--- config.mk ---
export PLATFORM = sky130hd
export DESIGN_NAME = tube_collision_judge
export DESIGN_NICKNAME = d
export VERILOG_FILES = /design/src/rtl/flappy_pkg.sv /design/src/rtl/rect_overlap.sv /design/src/rtl/tube_collision_judge.sv
export SDC_FILE = /design/constraint.sdc
export NUM_CORES = 1
export LEC_CHECK = 0
export ABC_AREA = 1
export BUFFER_PORTS_ARGS = -buffer_cell sky130_fd_sc_hd__buf_4
export CAP_MARGIN = 30
export CORE_MARGIN = 10
export CORE_UTILIZATION = 52
export CTS_CLUSTER_SIZE = 24
export DETAILED_ROUTE_END_ITERATION = 7
export PLACE_DENSITY = 0.89
export SKIP_CTS_REPAIR_TIMING = 1
export SYNTH_ARGS = -nofsm -noshare
export SYNTH_HDL_FRONTEND = slang
export SYNTH_SLANG_ARGS = --single-unit
--- constraint.sdc ---
create_clock -name clk_100hz -period 5.1 [get_ports clk_100hz]
set_input_delay 0.255 -clock clk_100hz [delete_from_list [all_inputs] [get_ports clk_100hz]]
set_output_delay 0.255 -clock clk_100hz [all_outputs]
set_load 0.1 [all_outputs]
--- src/rtl/flappy_pkg.sv ---
// flappy_pkg: game state encoding, screen constants and default bird size
package flappy_pkg;

    typedef enum logic [1:0] {IDLE = 2'd0, PLAY = 2'd1, DEAD = 2'd2} game_state_t;

    localparam int FLOOR_V_DEF = 460;
    localparam int CEIL_V_DEF  = 0;
    localparam int BIRD_W_DEF  = 16;
    localparam int BIRD_SZ_DEF = 16;
    localparam int SCORE_W_DEF = 8;

    function automatic logic [2:0] popcount4(input logic [3:0] v);
        return 3'(v[0]) + 3'(v[1]) + 3'(v[2]) + 3'(v[3]);
    endfunction

endpackage

--- src/rtl/rect_overlap.sv ---
// rect_overlap: strict 11-bit overlap test of two [h,h+w) x [v,v+ht) rectangles
module rect_overlap (
    input  logic [9:0] ah,
    input  logic [9:0] av,
    input  logic [9:0] aw,
    input  logic [9:0] aht,
    input  logic [9:0] bh,
    input  logic [9:0] bv,
    input  logic [9:0] bw,
    input  logic [9:0] bht,
    output logic       hit
);

    // zero-size rectangles are placeholders and must never collide
    logic nonzero, x_ov, y_ov;

    assign nonzero = (aw != '0) && (aht != '0) && (bw != '0) && (bht != '0);
    assign x_ov    = ({1'b0, ah} < {1'b0, bh} + {1'b0, bw}) && ({1'b0, bh} < {1'b0, ah} + {1'b0, aw});
    assign y_ov    = ({1'b0, av} < {1'b0, bv} + {1'b0, bht}) && ({1'b0, bv} < {1'b0, av} + {1'b0, aht});
    assign hit     = nonzero && x_ov && y_ov;

endmodule

--- src/rtl/tube_collision_judge.sv ---
// tube_collision_judge: bird/tube/floor/ceiling hit detection, scoring and game FSM
// Optional best_score register enabled by defining HIGH_SCORE_EN.
import flappy_pkg::*;

module tube_collision_judge #(
    parameter int BIRD_W  = BIRD_W_DEF,
    parameter int BIRD_SZ = BIRD_SZ_DEF,
    parameter int FLOOR_V = FLOOR_V_DEF,
    parameter int CEIL_V  = CEIL_V_DEF,
    parameter int SCORE_W = SCORE_W_DEF
) (
    input  logic               clk_100hz,
    input  logic               rst,
    input  logic               start,
    input  logic [9:0]         bird_h,
    input  logic [9:0]         bird_v,
    input  logic [9:0]         tube_h_0,
    input  logic [9:0]         tube_h_1,
    input  logic [9:0]         tube_h_2,
    input  logic [9:0]         tube_h_3,
    input  logic [9:0]         tube_h_0_U,
    input  logic [9:0]         tube_h_1_U,
    input  logic [9:0]         tube_h_2_U,
    input  logic [9:0]         tube_h_3_U,
    input  logic [9:0]         tube_v_0,
    input  logic [9:0]         tube_v_1,
    input  logic [9:0]         tube_v_2,
    input  logic [9:0]         tube_v_3,
    input  logic [9:0]         tube_v_0_U,
    input  logic [9:0]         tube_v_1_U,
    input  logic [9:0]         tube_v_2_U,
    input  logic [9:0]         tube_v_3_U,
    input  logic [9:0]         tube_height_0,
    input  logic [9:0]         tube_height_1,
    input  logic [9:0]         tube_height_2,
    input  logic [9:0]         tube_height_3,
    input  logic [9:0]         tube_height_0_U,
    input  logic [9:0]         tube_height_1_U,
    input  logic [9:0]         tube_height_2_U,
    input  logic [9:0]         tube_height_3_U,
    input  logic [9:0]         tube_width_0,
    input  logic [9:0]         tube_width_1,
    input  logic [9:0]         tube_width_2,
    input  logic [9:0]         tube_width_3,
    input  logic [9:0]         tube_width_0_U,
    input  logic [9:0]         tube_width_1_U,
    input  logic [9:0]         tube_width_2_U,
    input  logic [9:0]         tube_width_3_U,
`ifdef HIGH_SCORE_EN
    output logic [SCORE_W-1:0] best_score,
`endif
    output logic [1:0]         game_state,
    output logic               hit_pulse,
    output logic [SCORE_W-1:0] score,
    output logic               score_pulse
);

    logic [9:0] th [8];
    logic [9:0] tv [8];
    logic [9:0] tht [8];
    logic [9:0] tw [8];

    assign th  = '{tube_h_0, tube_h_1, tube_h_2, tube_h_3,
                   tube_h_0_U, tube_h_1_U, tube_h_2_U, tube_h_3_U};
    assign tv  = '{tube_v_0, tube_v_1, tube_v_2, tube_v_3,
                   tube_v_0_U, tube_v_1_U, tube_v_2_U, tube_v_3_U};
    assign tht = '{tube_height_0, tube_height_1, tube_height_2, tube_height_3,
                   tube_height_0_U, tube_height_1_U, tube_height_2_U, tube_height_3_U};
    assign tw  = '{tube_width_0, tube_width_1, tube_width_2, tube_width_3,
                   tube_width_0_U, tube_width_1_U, tube_width_2_U, tube_width_3_U};

    logic [7:0] ov;

    for (genvar g = 0; g < 8; g++) begin : g_ov
        rect_overlap u_ov (
            .ah (bird_h),
            .av (bird_v),
            .aw (10'(BIRD_W)),
            .aht(10'(BIRD_SZ)),
            .bh (th[g]),
            .bv (tv[g]),
            .bw (tw[g]),
            .bht(tht[g]),
            .hit(ov[g])
        );
    end

    logic hit_now, hit_r;

    assign hit_now = (|ov) || ({1'b0, bird_v} + 11'(BIRD_SZ) >= 11'(FLOOR_V)) || (bird_v <= 10'(CEIL_V));

    // a lower tube counts as passed once its right edge is at or left of the bird's left edge
    logic [3:0] pass_now, passed, passed_n;

    for (genvar i = 0; i < 4; i++) begin : g_pass
        assign pass_now[i] = {1'b0, th[i]} + {1'b0, tw[i]} <= {1'b0, bird_h};
    end

    logic [2:0]         cnt;
    logic [SCORE_W:0]   sum;
    logic [SCORE_W-1:0] score_sat, score_n;

    assign cnt       = popcount4(pass_now & ~passed);
    assign sum       = {1'b0, score} + (SCORE_W + 1)'(cnt);
    assign score_sat = sum[SCORE_W] ? '1 : sum[SCORE_W-1:0];

    game_state_t state, state_n;
    logic        hit_n, pulse_n;

    always_comb begin
        state_n  = state;
        score_n  = score;
        passed_n = passed;
        hit_n    = 1'b0;
        pulse_n  = 1'b0;
        case (state)
            IDLE: if (start) begin
                state_n  = PLAY;
                score_n  = '0;
                passed_n = '0;
            end
            PLAY: if (hit_r) begin
                state_n = DEAD;
                hit_n   = 1'b1;
            end else begin
                passed_n = pass_now;
                score_n  = score_sat;
                pulse_n  = cnt != '0;
            end
            DEAD: if (start) begin
                state_n = PLAY;
                score_n = '0;
            end
            default: state_n = IDLE;
        endcase
    end

    always_ff @(posedge clk_100hz) begin
        if (rst) begin
            state       <= IDLE;
            hit_r       <= 1'b0;
            hit_pulse   <= 1'b0;
            score       <= '0;
            score_pulse <= 1'b0;
            passed      <= '0;
        end else begin
            state       <= state_n;
            hit_r       <= hit_now;
            hit_pulse   <= hit_n;
            score       <= score_n;
            score_pulse <= pulse_n;
            passed      <= passed_n;
        end
    end

`ifdef HIGH_SCORE_EN
    always_ff @(posedge clk_100hz) begin
        if (rst)
            best_score <= '0;
        else if (hit_n && score > best_score)
            best_score <= score;
    end
`endif

    assign game_state = state;

endmodule

Word-level counts from Yosys, hierarchy flattened

Cells that the tools add are included.

Input port bits: 343
Logic and storage cells: 155
Output and inout port bits: 12
Bits in registers: 17

Bitwise gates (word level): 3
$add $sub $neg: 22
Reduce and logical (&&, ||, !) cells: 69
Equality and inequality tests: 6
$lt $le $gt $ge: 38
Mux-type cells: 11

Operators by type and width:

| cell                    | number |
|---|---|
| $lt A10 B11 Y1          | 32 |
| $add A10 B10 Y11        | 16 |
| $reduce_bool A10 Y1     | 16 |
| $le A11 B10 Y1          | 4 |
| $logic_and A1 B1 Y1     | 40 |
| $mux W8                 | 3 |
| $add A10 B5 Y11 const B | 2 |
| $pmux W8 S2             | 1 |
| $ge A11 B9 Y1 const B   | 1 |
| $le A10 B1 Y1 const B   | 1 |
| $add A8 B3 Y9           | 1 |
| $mux W4                 | 2 |
| $pmux W4 S2             | 1 |
| $reduce_or A8 Y1        | 1 |
| $ne A2 B2 Y1 const B    | 3 |
| $reduce_and A3 Y1       | 2 |
| $and A4 B4 Y4           | 1 |
| $mux W2                 | 2 |
| $not A4 Y4              | 1 |
| $pmux W2 S2             | 1 |
| $reduce_bool A2 Y1      | 2 |
| $reduce_or A2 Y1        | 2 |
| $add A2 B1 Y3           | 1 |
| $add A3 B1 Y3           | 1 |
| 11 further kinds        | 12 |

Logic depth before layout (Yosys ltp)

Depth after elaboration: 10
Gate-level depth with buffers: 32
Gate-level depth less buffers: 32

Cells and area by module

A second synthesis with hierarchy kept.

Cell total of the unflattened synthesis: 3993
Area total of the unflattened synthesis: 25509.5 µm²

Modules (own cells, without submodules):

| module                          | sequential area each (µm²) | area an instance (µm²) | cells an instance | times used |
|---|---|---|---|---|
| rect_overlap (g_ov[0].u_ov ...) | 0.0                        | 2721.4                 | 431               | 4 |
| rect_overlap (g_ov[2].u_ov ...) | 0.0                        | 2721.4                 | 429               | 4 |
| tube_collision_judge            | 340.3                      | 3738.6                 | 553               | 1 |

Worst setup path after synthesis

OpenSTA, ideal clock, no wires.

Path type: input to register
From: in tube_h_1[0]
To: reg score[3]
Required time: 5.044 ns
Setup time: 0.056 ns
Arrival time: 4.863 ns
Buffers on the path: 0
Stages: 32
Slack: 0.181 ns
Path through: ha_1 -> inv_1 -> fa_1 -> inv_1 -> a31oi_1 -> o21ai_0 -> xnor2_1 -> ha_1 -> nand2_1 -> nor2_1 -> o21ai_0 -> nand2_1 -> nand2_1 -> nand2_1 -> nand2_1 -> nand2_1 -> a31oi_1 -> or2_2 -> fa_1 -> inv_1 -> ha_1 -> ha_1 -> inv_1 -> fa_1 -> or2_2 -> nand2_1 -> nand3_1 -> o22ai_1 -> a21oi_1 -> o21ai_0 -> nand2_1 -> inv_1

Longest elaborated chain between the ends: 10

Ends and longest elaborated chain:

| what                 | RTL line                    | text |
|---|---|---|
| start, declared      | tube_collision_judge.sv:18  | `input logic [9:0] tube_h_1,` |
| $add A10 B10 Y11     | tube_collision_judge.sv:96  | `assign pass_now[i] = {1'b0, th[i]} + {1'b0, tw[i]} <= {1'b0, bird_h};` |
| $le A11 B10 Y1       | tube_collision_judge.sv:96  |  |
| $and A4 B4 Y4        | tube_collision_judge.sv:103 | `assign cnt = popcount4(pass_now & ~passed);` |
| $add A1 B1 Y2        | flappy_pkg.sv:13            | `return 3'(v[0]) + 3'(v[1]) + 3'(v[2]) + 3'(v[3]);` |
| $add A2 B1 Y3        | flappy_pkg.sv:13            |  |
| $add A3 B1 Y3        | flappy_pkg.sv:13            |  |
| $add A8 B3 Y9        | tube_collision_judge.sv:104 | `assign sum = {1'b0, score} + (SCORE_W + 1)'(cnt);` |
| $mux W8              | tube_collision_judge.sv:105 | `assign score_sat = sum[SCORE_W] ? '1 : sum[SCORE_W-1:0];` |
| $mux W8              | tube_collision_judge.sv:122 | `PLAY: if (hit_r) begin` |
| $pmux W8 S2          | tube_collision_judge.sv:116 | `case (state)` |
| end signal, assigned | tube_collision_judge.sv:150 | `score <= score_n;` |
| end, declared        | tube_collision_judge.sv:54  | `output logic [SCORE_W-1:0] score,` |

Every way passes these cells. The select of a mux whose other input is x is not followed.
A chain may end at the register's enable or synchronous reset.

Worst setup path in the final report

From: in tube_h_1[0]
To: reg score[1]

The elaborated chain is that of the path after synthesis.

==> flow_metrics.py <==
metrics = {
    "clock_network": {
        "cts_tree": "done",
        "clk_path_buf_depth": 2,
        "htree_levels": 1,
        "clkTransAtPathRegs_ns": 0.06,
        "clkSinkCount": 17,
        "worstSkewPairLatency_ns": 0.26,
        "ctsRootBufferMaster": "clkbuf_16",
        "cts_buffers": 3,
    },
    "floorplan": {
        "design.portCount": 355,
        "die_x_um": 189.7,
        "die_area_sq_um": 36000,
        "core_sq_um": 28550,
        "die_y_um": 189.7,
        "initial_core_util_pct": 52.48,
        "rows": 62,
    },
    "global_routing": {
        "overflow": 0,
        "grt_max_degree": 28,
        "grtUsageTotal_pct": 29.16,
        "grt_pass1_vias": 17226,
        "antenna_found_initial": 2,
        "grt_pass1_wl_mm": 86.30,
    },
    "yosys": {
        "synth_nets": 3094,
        "synth_top_flop_cell": "dfxtp_1",
        "synth_top_family_by_area": "adder cells",
        "yosys_warnings": 0,
        "synth_simple_gate_area_share_pct": 27.90,
        "synth-compound-area-share_pct": 14.65,
        "ys_types": 45,
        "synth-adder-area-share_pct": 40.83,
        "syn_area_per_cell_sq_um": 6.591,
        "syn_area_sq_um": 14980,
        "synthArstFlopShare_pct": 0,
        "synth_mux_area_share_pct": 0,
        "synth_common_cells": "537 x nand2_1, 460 x ha_1, 242 x inv_1",
        "ys_ff_latch": 17,
        "synth_edf_count": 0,
        "yosysTopAreaCell": "ha_1",
        "synthTopCellsByArea": "ha_1 38%, nand2_1 13%, a21oi_1 7.6%",
        "synth_top_area_share_pct": 38.42,
        "synth-xor-area-share_pct": 7.893,
        "syn-instance-count": 2273,
        "synth-seq-area-share_pct": 2.272,
        "yosys.cell_count.top_type": "nand2_1",
    },
    "placement": {
        "dpl.cell_count": 3026,
        "place_ws_ns": -0.3845,
        "gp_congestion": 1.026,
        "hpwl_mm": 48.04,
        "io_buffers": 354,
    },
    "route": {
        "totalWireLength_mm": 56.21,
        "wl_per_cell_um": 18.53,
        "firstDrtPassIters": 5,
        "ant_nets": 0,
        "vias": 17444,
        "route.detailed.drc": 0,
        "viasPerCell": 5.751,
        "drtIter0Drc": 1273,
    },
    "setup_path": {
        "crit_top_cell": "nand2_1",
        "critical_path_class": "in -> reg",
        "slowest_stage": "fa_1",
        "cp-end-kind": "flop",
        "path_max_fanout": 5,
        "crit_arrival_ns": 5.03,
        "crit_path_max_incr_delay_ns": 0.52,
        "cp-start-kind": "primary input",
        "cp.required_ns": 5.28,
    },
    "cells_and_area": {
        "instances_no_fill": 3033,
        "syn2layout_area_growth_pct": 23.35,
        "layout-drive-gt1-share_pct": 16.24,
        "layout.nets": 3470,
    },
    "sta": {
        "hold_viol_final": 0,
        "period_needed_ns": 4.848,
        "finalSetupViolations": 0,
        "maxSlewHeadroom_pct": 37.35,
        "max_clock_freq_mhz": 206.3,
        "report.final.slew_viol_count": 0,
        "period_share_pct": 95.05,
        "fin_worst_skew_ns": 0.003252,
        "worstMarginPinSlew_ns": 0.9326,
        "setup_slack_ns": 0.2522,
    },
    "pwr": {
        "fin_total_pwr_mw": 2.692,
        "power.density_nw_per_um2": 145.7,
        "peakVddDrop_v": 0.0001053,
        "power.leakage_nw": 10.14,
    },
    "hold_path": {
        "hold_path.class": "in -> reg",
    },
    "outcome": {
        "status": "finished, final reports clean",
    },
    "run": {
        "drv_cap": 0,
    },
}
-- per-stage QoR --
stage / TNS [ns] / hold WS [ns] / area [sq um] / util, %
final: 0 / 0.1999 / 18480 / 64.73
after global routing: -0.4424 / 0.2024 / 18480 / 64.72
after CTS: -0.8206 / 0.2024 / 18330 / 64.20
after detailed placement: -2.632 / 0.4635 / 18240 / 63.91
after global placement: -0.3962 / 0.4555 / 18230 / 63.85
after floorplan: 0 / 0.3241 / 14980 / -
-- per-layer routing --
| metal | part of all wire (%) | vias up | global-route usage [%] |
|---|---|---|---|
| met1 | 40 | 7862 | 35.02 |
| li1 | - | 8573 | - |
| met5 | 0 | - | 0 |
| met3 | 9.6 | 171 | 4.870 |
| met2 | 45 | 838 | 50.28 |
| met4 | 4.6 | 0 | 12.48 |
-- area by class of cell --
class	count	area, sq um
antenna	1	2.502
clock buffer	3	75.07
clock inverter	1	7.507
fill	2618	10070
inverter	245	919.6
multi-input combinational	2004	13810
sequential	17	340.3
tap	384	480.5
timing repair buffer	378	2845
-- registers in the layout, summed over array words and instances (netlist names) --
name / flops
passed: 4
score: 8
game_state: 2
score_pulse: 1
hit_r: 1
hit_pulse: 1
-- power by group --
part           internal (mW)  leakage, nW  switching (mW)
Sequential             0.139        0.138         0.00504
Clock                  0.106       0.0371          0.0612
Combinational           1.02         9.97            1.36
Total                   1.26         10.1            1.43
-- worst max-delay path, delay by kind of cell --
| kind | cells | cell delay, ns |
|---|---|---|
| AOI/OAI and AO/OA | 6 | 0.64 |
| xor gates and xnor gates | 1 | 0.15 |
| adders and majority gates | 7 | 2.25 |
| buffers and inverters | 7 | 0.54 |
| and+or+nand+nor | 10 | 1.20 |
-- cell families (layout without fill, tap and decap cells) --
| group | after synthesis | count (layout) |
|---|---|---|
| AND/OR/NAND/NOR | 1005 | 1005 |
| adder cells (fa/ha/maj) | 478 | 478 |
| AO/OA/AOI/OAI | 386 | 386 |
| buffers and inverters | 252 | 627 |
| XOR/XNOR | 135 | 135 |
| flip-flops | 17 | 17 |
| other | 0 | 1 |
-- cell usage in the layout (no fill, tap or decap), types with 10 or more instances in the layout --
cell type,synthesis,routed
nor2_1,239,234
o21ai_0,36,31
a21oi_1,227,221
xor2_1,95,95
nand3_1,103,102
o21bai_1,17,17
o211ai_1,27,27
buf_4,0,377
inv_1,242,239
a31oi_1,24,23
ha_1,460,451
o21ai_1,10,13
xnor2_1,40,40
fa_1,18,14
o21a_1,10,10
nand4_1,41,41
nor4_1,20,20
a21o_1,17,17
nor3_1,43,42
dfxtp_1,17,17
nand2_1,537,536
-- path summary, 6_finish.rpt --
check	from	to	slack, ns	depth (start not counted)
setup / recovery	tube_h_1[0]	score[1]	0.25	31
hold / removal	rst	score[6]	0.20	2
setup reg to reg	passed[0]	score[1]	2.04	13
hold reg to reg	passed[3]	passed[3]	0.49	2
Note: power is estimated with default switching activity, not from simulation.
